<file path="config.mk">
export PLATFORM = sky130hd
export DESIGN_NAME = hexled_share_ctrl_flat
export DESIGN_NICKNAME = d
export VERILOG_FILES = /design/src/rtl/hexled_share_ctrl_pkg.sv /design/src/rtl/hexled_share_ctrl_if.sv /design/src/rtl/hexled_share_ctrl_rr_pick.sv /design/src/rtl/hexled_share_ctrl.sv /design/src/flat_wrapper.sv
export SDC_FILE = /design/constraint.sdc
export NUM_CORES = 1
export LEC_CHECK = 0
export ABC_CLOCK_PERIOD_IN_PS = 2400
export CAP_MARGIN = 10
export CORE_ASPECT_RATIO = 0.8
export CORE_MARGIN = 3
export CORE_UTILIZATION = 44
export CTS_BUF_LIST = sky130_fd_sc_hd__clkbuf_2
export CTS_CLUSTER_DIAMETER = 80
export DETAILED_ROUTE_END_ITERATION = 12
export GPL_TIMING_DRIVEN = 0
export HOLD_SLACK_MARGIN = 0.03
export PLACE_DENSITY_LB_ADDON = 0.3
export SYNTH_ARGS = -nofsm -noshare
export SYNTH_HDL_FRONTEND = slang
export SYNTH_SLANG_ARGS = --single-unit
export TNS_END_PERCENT = 100
</file>
<file path="constraint.sdc">
create_clock -name iCLOCK -period 2.4 [get_ports iCLOCK]
set_input_delay 0.48 -clock iCLOCK [delete_from_list [all_inputs] [get_ports iCLOCK]]
set_output_delay 0.48 -clock iCLOCK [all_outputs]
set_load 0.005 [all_outputs]
</file>
<file path="src/rtl/hexled_share_ctrl_pkg.sv">
// Shared types and helpers for the HexLED display-sharing controller.
//   state_t    : controller FSM states
//   HEX_DATA_W : HexLED data word width
//   onehot()   : index -> one-hot vector (up to 8 requesters)
package hexled_pkg;

  typedef enum logic [1:0] {IDLE, WRITE, DWELL} state_t;

  localparam int HEX_DATA_W = 32;
  localparam int MAX_REQ    = 8;

  function automatic logic [MAX_REQ-1:0] onehot(input logic [2:0] idx);
    onehot      = '0;
    onehot[idx] = 1'b1;
  endfunction

endpackage

</file>
<file path="src/rtl/hexled_share_ctrl_if.sv">
// Requester/display bus of the HexLED sharing controller.
//   iREQ  : per-requester request level
//   iDATA : requester i's word in [i*DATA_W +: DATA_W]
//   oACK  : one-hot pulse, word written this cycle
//   oGNT  : one-hot current display owner
//   oBUSY : controller not idle
//   oWR   : write strobe to HexLED
//   oDATA : data to HexLED, holds last written word
// master = client side, slave = controller side.
interface hexled_share_ctrl_if #(
  parameter int NREQ   = 4,
  parameter int DATA_W = 32
);
  logic [NREQ-1:0]        iREQ;
  logic [NREQ*DATA_W-1:0] iDATA;
  logic [NREQ-1:0]        oACK;
  logic [NREQ-1:0]        oGNT;
  logic                   oBUSY;
  logic                   oWR;
  logic [DATA_W-1:0]      oDATA;

  modport master (output iREQ, iDATA, input oACK, oGNT, oBUSY, oWR, oDATA);
  modport slave  (input iREQ, iDATA, output oACK, oGNT, oBUSY, oWR, oDATA);
endinterface

</file>
<file path="src/rtl/hexled_share_ctrl_rr_pick.sv">
// Combinational rotating-priority picker.
//   req   : request vector
//   ptr   : index with highest priority this round
//   valid : some request is set
//   idx   : first set request searching ptr, ptr+1, ... with wrap
module rr_pick #(
  parameter int NREQ = 4,
  parameter int PW   = $clog2(NREQ)
) (
  input  logic [NREQ-1:0] req,
  input  logic [PW-1:0]   ptr,
  output logic            valid,
  output logic [PW-1:0]   idx
);

  // Walk from the farthest position back to ptr so the closest hit wins.
  always_comb begin
    valid = 1'b0;
    idx   = '0;
    for (int k = NREQ - 1; k >= 0; k--) begin
      if (req[(int'(ptr) + k) % NREQ]) begin
        valid = 1'b1;
        idx   = PW'((int'(ptr) + k) % NREQ);
      end
    end
  end

endmodule

</file>
<file path="src/rtl/hexled_share_ctrl.sv">
// Shares the single HexLED write port among NREQ requesters. Round-robin
// grant, one write per grant, then the value is held for DWELL_CYCLES
// before the next arbitration.
//   iCLOCK : clock, rising edge
//   iRESET : synchronous active-high reset
//   bus    : request/display bus (slave side)
module hexled_share_ctrl
  import hexled_pkg::*;
#(
  parameter int NREQ         = 4,
  parameter int DATA_W       = HEX_DATA_W,
  parameter int DWELL_CYCLES = 50000000
) (
  input logic                 iCLOCK,
  input logic                 iRESET,
  hexled_share_ctrl_if.slave  bus
);

  localparam int PW = $clog2(NREQ);
  localparam int CW = $clog2(DWELL_CYCLES + 1);

  state_t            state, nstate;
  logic [PW-1:0]     ptr, win, nxt_ptr, nxt_win;
  logic [CW-1:0]     cnt, nxt_cnt;
  logic              wr_q, busy_q, nxt_wr, nxt_busy;
  logic [NREQ-1:0]   ack_q, gnt_q, nxt_ack, nxt_gnt;
  logic [DATA_W-1:0] data_q, nxt_data;

  logic              pick_vld;
  logic [PW-1:0]     pick_idx;
  logic [7:0]        pick_oh;

  rr_pick #(.NREQ(NREQ), .PW(PW)) u_pick (
    .req   (bus.iREQ),
    .ptr   (ptr),
    .valid (pick_vld),
    .idx   (pick_idx)
  );

  assign pick_oh = onehot(3'(pick_idx));

  // State and all registered outputs.
  always_ff @(posedge iCLOCK) begin
    if (iRESET) begin
      state  <= IDLE;
      ptr    <= '0;
      win    <= '0;
      cnt    <= '0;
      wr_q   <= 1'b0;
      busy_q <= 1'b0;
      ack_q  <= '0;
      gnt_q  <= '0;
      data_q <= '0;
    end else begin
      state  <= nstate;
      ptr    <= nxt_ptr;
      win    <= nxt_win;
      cnt    <= nxt_cnt;
      wr_q   <= nxt_wr;
      busy_q <= nxt_busy;
      ack_q  <= nxt_ack;
      gnt_q  <= nxt_gnt;
      data_q <= nxt_data;
    end
  end

  always_comb begin
    nstate = state;
    case (state)
      IDLE:    if (pick_vld) nstate = WRITE;
      WRITE:   nstate = DWELL;
      DWELL:   if (cnt == '0) nstate = IDLE;
      default: nstate = IDLE;
    endcase
  end

  always_comb begin
    nxt_ptr  = ptr;
    nxt_win  = win;
    nxt_cnt  = cnt;
    nxt_wr   = 1'b0;
    nxt_ack  = '0;
    nxt_busy = busy_q;
    nxt_gnt  = gnt_q;
    nxt_data = data_q;
    case (state)
      IDLE: begin
        if (pick_vld) begin
          // Data is captured only here; later iDATA changes are ignored.
          nxt_win  = pick_idx;
          nxt_data = bus.iDATA[int'(pick_idx)*DATA_W +: DATA_W];
          nxt_wr   = 1'b1;
          nxt_ack  = pick_oh[NREQ-1:0];
          nxt_gnt  = pick_oh[NREQ-1:0];
          nxt_busy = 1'b1;
        end
      end
      WRITE: nxt_cnt = CW'(DWELL_CYCLES - 1);
      DWELL: begin
        if (cnt == '0) begin
          nxt_gnt  = '0;
          nxt_busy = 1'b0;
          // Winner gets lowest priority next round.
          nxt_ptr  = (win == PW'(NREQ - 1)) ? '0 : win + 1'b1;
        end else begin
          nxt_cnt = cnt - 1'b1;
        end
      end
      default: ;
    endcase
  end

  assign bus.oWR   = wr_q;
  assign bus.oACK  = ack_q;
  assign bus.oGNT  = gnt_q;
  assign bus.oBUSY = busy_q;
  assign bus.oDATA = data_q;

endmodule

</file>
<file path="src/flat_wrapper.sv">
// flat-port wrapper written by rule: the top's interface ports become plain ports
module hexled_share_ctrl_flat import hexled_pkg::*;
#(
  parameter int NREQ         = 4,
  parameter int DATA_W       = HEX_DATA_W,
  parameter int DWELL_CYCLES = 50000000
)
  (iCLOCK, iRESET, bus_iREQ, bus_iDATA, bus_oACK, bus_oGNT, bus_oBUSY, bus_oWR, bus_oDATA);
  hexled_share_ctrl_if #(.NREQ(NREQ), .DATA_W(DATA_W)) bus_i ();
  input logic iCLOCK;
  input logic iRESET;
  input wire logic [$bits(bus_i.iREQ)-1:0] bus_iREQ;
  input wire logic [$bits(bus_i.iDATA)-1:0] bus_iDATA;
  output wire logic [$bits(bus_i.oACK)-1:0] bus_oACK;
  output wire logic [$bits(bus_i.oGNT)-1:0] bus_oGNT;
  output wire logic [$bits(bus_i.oBUSY)-1:0] bus_oBUSY;
  output wire logic [$bits(bus_i.oWR)-1:0] bus_oWR;
  output wire logic [$bits(bus_i.oDATA)-1:0] bus_oDATA;
  assign bus_i.iREQ = bus_iREQ;
  assign bus_i.iDATA = bus_iDATA;
  assign bus_oACK = bus_i.oACK;
  assign bus_oGNT = bus_i.oGNT;
  assign bus_oBUSY = bus_i.oBUSY;
  assign bus_oWR = bus_i.oWR;
  assign bus_oDATA = bus_i.oDATA;
  hexled_share_ctrl #(.NREQ(NREQ), .DATA_W(DATA_W), .DWELL_CYCLES(DWELL_CYCLES)) u_core (.iCLOCK(iCLOCK), .iRESET(iRESET), .bus(bus_i));
endmodule
</file>
==> Word-level counts from Yosys, hierarchy flattened <==
Cells that the tools add are included.
{ "classes": {"addsub": 5, "multipliers": 0, "div_mod_pow": 0, "order_cmp": 6, "n_eq_ne": 6, "shifts": 1, "muxes": 34, "n_bitwise": 5, "reduce_logical": 15} }
{ "op_table": {"columns": ["cell", "count"], "rows": [
  ["variable part select 128 x 8 -> 32 bit", 1],
  ["one-hot mux 26 bit (2 select lines)", 1],
  ["zero test 26 bit", 1],
  ["2-to-1 mux 26 bit", 1],
  ["subtractor 26 x 1 -> 26 bit (second input constant)", 1],
  ["2-to-1 mux 1 bit", 15],
  ["2-to-1 mux 2 bit", 7],
  ["less-than comparator 3 x 4 -> 1 bit (second input constant)", 3],
  ["binary-select mux 1 bit (select 2 bit)", 4],
  ["2-to-1 mux 4 bit", 2],
  ["one-hot mux 4 bit (2 select lines)", 1],
  ["AND reduction 2 bit", 4],
  ["OR reduction 2 bit", 4],
  ["one-hot mux 2 bit (3 select lines)", 1],
  ["adder 2 x 1 -> 2 bit (second input constant)", 2],
  ["adder 2 bit (second input constant)", 2],
  ["== test 2 bit (second input constant)", 2],
  ["less-than comparator 2 x 4 -> 1 bit (second input constant)", 1],
  ["!= test 2 x 1 -> 1 bit (second input constant)", 2],
  ["nonzero test 2 bit", 2],
  ["bitwise AND 1 bit (first input constant)", 3],
  ["less-than comparator 2 x 3 -> 1 bit (second input constant)", 1],
  ["AND reduction 3 bit", 1],
  ["OR reduction 3 bit", 1],
  ["other kinds (8)", 9]
]} }
{ "totals": {"reg_bits": 74, "latch_bits": 0, "ramBits": 0, "romBits": 0, "elab_cells": 81, "memories": 0} }

==> Logic depth before layout (Yosys ltp) <==
{ "logic_depth": {"depth_word": 16, "ltp_mapped": 8, "depth_no_buf": 7} }

==> Cells and area by module <==
Synthesis repeated with hierarchy kept, for this count alone.
{ "unflattened": {"hier_cells": 424, "area_unflattened_um2": 3950.0} }
{ "by_module_without_submodules": {"columns": ["module", "n_inst", "cells_each", "area_per_inst_um2", "seq_area_each_um2"], "rows": [
  ["hexled_share_ctrl", 1, 411, 3872.5, 1481.4],
  ["rr_pick", 1, 13, 77.6, 0.0]
]} }

==> Least setup slack after synthesis <==
OpenSTA, ideal clock, no wires.
{ "synth_path": {"path_kind": "register to register", "from": "reg u_core.cnt[2]", "to": "reg u_core.cnt[17]", "setup_ps": 74, "arrival_time_ps": 1977, "required_time_ps": 2326, "setup_slack_ps": 348, "stages_incl_launch_ff": 6, "synth_period_minus_slack_ps": 2052, "cell_sequence": "dfxtp_1 or4_4 or2_0 a2111o_1 or3_1 a31oi_1"} }
{ "synth_via": {"elab_chain_cells": 3, "elab_cells_between_ends": 6} }
{ "synth_lines": {"columns": ["item", "line", "text"], "rows": [
  ["start, declared", "hexled_share_ctrl.sv:24", "logic [CW-1:0] cnt, nxt_cnt;"],
  ["start signal, assigned", "hexled_share_ctrl.sv:58", "cnt <= nxt_cnt;"],
  ["subtractor 26 x 1 -> 26 bit or zero test 26 bit (tied branches)", "hexled_share_ctrl.sv:106, hexled_share_ctrl.sv:100", null],
  ["2-to-1 mux 26 bit or != test 2 bit (tied branches)", null, null],
  ["one-hot mux 26 bit (2 select lines) or AND reduction 2 bit (tied branches)", null, null]
]} }
Several ways; a longest one is shown, not always the timed one. The select of a mux whose other input is x is not followed.
A chain may end at the register's enable or synchronous reset.

==> Worst setup path in the final report <==
{ "layout_path": {"from": "reg u_core.cnt[0]", "to": "reg u_core.cnt[19]"} }
The elaborated chain is that of the path after synthesis.

==> run_results.csv <==
group,metric,value,unit
clocking,cts_buffers,9,
global_routing,grt.total_usage,27.5,%
sta,clock.fmax,434,MHz
synthesis,synth.area.top_cells,"dfxtp_1, mux2i_1, a211oi_1",
setup_path,path_class,"flop to flop",
sta,finalCritPeriodShare,95.9,%
setup_path,critPathLaunchType,"flop",
place,dp_hpwl,11300,microns
die,core_area,8710,sq um
sta,maxSlewHeadroom,61.0,%
sta,period_needed,2.30,ns
drt,post_drt_wl_per_cell,19.5,microns
power_and_ir_drop,power,3.61,mW
sta,worst_slack,0.0975,ns
global_routing,grt_overflow_total,0,
sta,setup_tns,0,ns
synthesis,ys_types,49,
sta,drv_slew,0,
drt,num_vias,4493,
sta,final_hold_viol_count,0,
flow_run,drv_cap,0,
layout,fill_cells,697,
clocking,cts_sinks,74,
synthesis,yosys.area.top_type_share,36.7,%
clocking,clockRootBuffer,"clkbuf_2",
global_routing,antenna_found_initial,0,
drt,dr.pass1.iters,5,
synthesis,async_flop_share,0,%
sta,rsz0062_at_grt,"no",
die,io_pins,176,
place,portBuffers,174,
run_status,status,"finished, final reports clean",
layout,layout-drive-gt1-share,6.57,%
setup_path,required,2.87,ns
synthesis,synth_edf_count,0,
drt,drcViolationCount,0,
synthesis,ys_warn_count,0,
clocking,clkTransAtPathRegs,0.24,ns
place,place_ws,-0.771,ns
global_routing,grt_start_max_net_pins,14,
layout,antenna_cells,0,
synthesis,yosysSeqAreaShare,36.7,%
place,dp_cells,736,
die,die_w,113,microns
synthesis,synth_most_common_cell,"dfxtp_1",
synthesis,syn_nets,586,
global_routing,grt_pass1_vias,4443,
synthesis,syn_inst,450,
synthesis,synth_seq_cells,74,
synthesis,synth_flop_cell,"dfxtp_1",
layout,final_core_util,70.0,%
die,dieArea,10400,sq um
sta,setup_viol_count_final,0,
layout,syn_to_final_growth,51.3,%
power_and_ir_drop,leakage,2.37,nW
die,die_h,91.6,microns
drt,wl,14600,microns
min_path,hp-class,"input pin to flop",
setup_path,crit_fanout,6,
place,routabilityCongestion,0.935,
clocking,postCtsHoldBufs,0,
synthesis,synth_area_per_cell,8.96,sq um
sta,fin_skew,0.0285,ns
synthesis,synth_top_cell_by_area,"dfxtp_1",
layout,fin_nets,770,
clocking,clk_latency,0.55,ns
clocking,tritoncts,"built",
synthesis,ys_top_cells_by_count,"dfxtp_1, a211oi_1, mux2i_1",
power_and_ir_drop,peakVddDrop,0.401,mV
synthesis,syn_area,4030,sq um
clocking,htreeDepth,3,
die,start_util,46.3,%
global_routing,grt_pass1_wl,22600,microns
setup_path,arrival,2.77,ns
power_and_ir_drop,powerDensity,592,nW/um^2
drt,ant_nets,0,
clocking,clk_path_buf_depth,2,
layout,instances_no_fill,751,
die,num_rows,30,
setup_path,reg2reg_slack,0.1,ns
setup_path,worstSetupEndpointType,"flop",
sta,worstMarginPinSlew,0.582,ns
drt,first_iter_violations,401,
drt,vias_per_cell,5.98,
[final cells by class]
class	instances	area (sq um)	area share, %
buffer	38	156	2.56
clock buffer	9	45.0	0.738
clock inverter	7	93.8	1.54
inverter	4	15.0	0.246
multi-input combinational	333	2420	39.7
sequential	74	1490	24.4
tap	112	140	2.30
timing repair buffer	174	1740	28.6
[cell usage in the layout (no fill, tap or decap), drive strengths merged, types with 9 or more instances in the layout]
cell           instances
o21ai                  9
o21bai                33
nor4                  11
xor2                  10
a21oi                 13
dfxtp                 74
and2                  31
clkdlybuf4s50        174
mux2i                 36
nor3                  12
clkbuf                42
a211oi                41
nor2                  23
a221oi                27
[stage by stage]
step                      hold WS, ns  cell area [sq um]
after floorplan                 0.451               4030
after global placement          0.434               5910
after detailed placement        0.443               5910
after CTS                       0.390               6060
after global routing            0.420               6100
final                           0.419               6100
[logic make-up (layout without fill, tap and decap cells)]
family          count (synthesis)  after routing  synth area share, %
fa+ha+maj                       2              2                0.621
xor+xnor                       13             13                 2.82
compound gates                148            148                 27.3
flops                          74             74                 36.7
mux                            36             36                 8.94
simple gates                  134            134                 19.4
buf+inv                        43            232                 4.16
[worst max-delay path, stage by stage, from the launching register on]
cell,delay (ns)
dfxtp_2,0.40
or4_1,0.61
or2_0,0.26
a2111o_1,0.47
or3_1,0.34
a31oi_1,0.16
[per-layer routing]
metal / wire length [microns] / track usage [%]
met3: 1350 / 8.38
met4: 485 / 10.4
met1: 5790 / 33.7
met5: 0 / 0
met2: 7000 / 45.4
[registers in the layout (all words and copies together), names as in the netlist]
signal and flops:
u_core.ptr 2, u_core.state 2, u_core.bus.oBUSY 1, u_core.win 2
u_core.bus.oACK 4, u_core.bus.oDATA 32, u_core.bus.oGNT 4, u_core.bus.oWR 1
u_core.cnt 26
[worst paths after layout]
| path | startpoint | endpoint | cells past startpoint |
|---|---|---|---|
| max reg2reg | u_core.cnt[0]$_SDFFE_PP0P_ | u_core.cnt[19]$_SDFFE_PP0P_ | 5 |
| max | u_core.cnt[0]$_SDFFE_PP0P_ | u_core.cnt[19]$_SDFFE_PP0P_ | 5 |
| min reg2reg | u_core.bus.oGNT[0]$_SDFFE_PP0P_ | u_core.bus.oGNT[0]$_SDFFE_PP0P_ | 1 |
| min | iRESET | u_core.state[0]$_SDFFE_PP0P_ | 2 |
[power breakdown]
part / total, mW / switching, mW / leakage, nW / internal, mW
sequential: 1.52 / 0.129 / 0.613 / 1.39
clock: 0.820 / 0.478 / 0.0779 / 0.342
combinational: 1.27 / 0.604 / 1.68 / 0.666
[what timing repair did]
item	in CTS	in global routing
endpoints found under the setup margin	30	46
setup buffers	0	0
pin swaps	0	1
gates cloned	0	0
resized for setup	3	18
(Power assumes the default switching activity.)
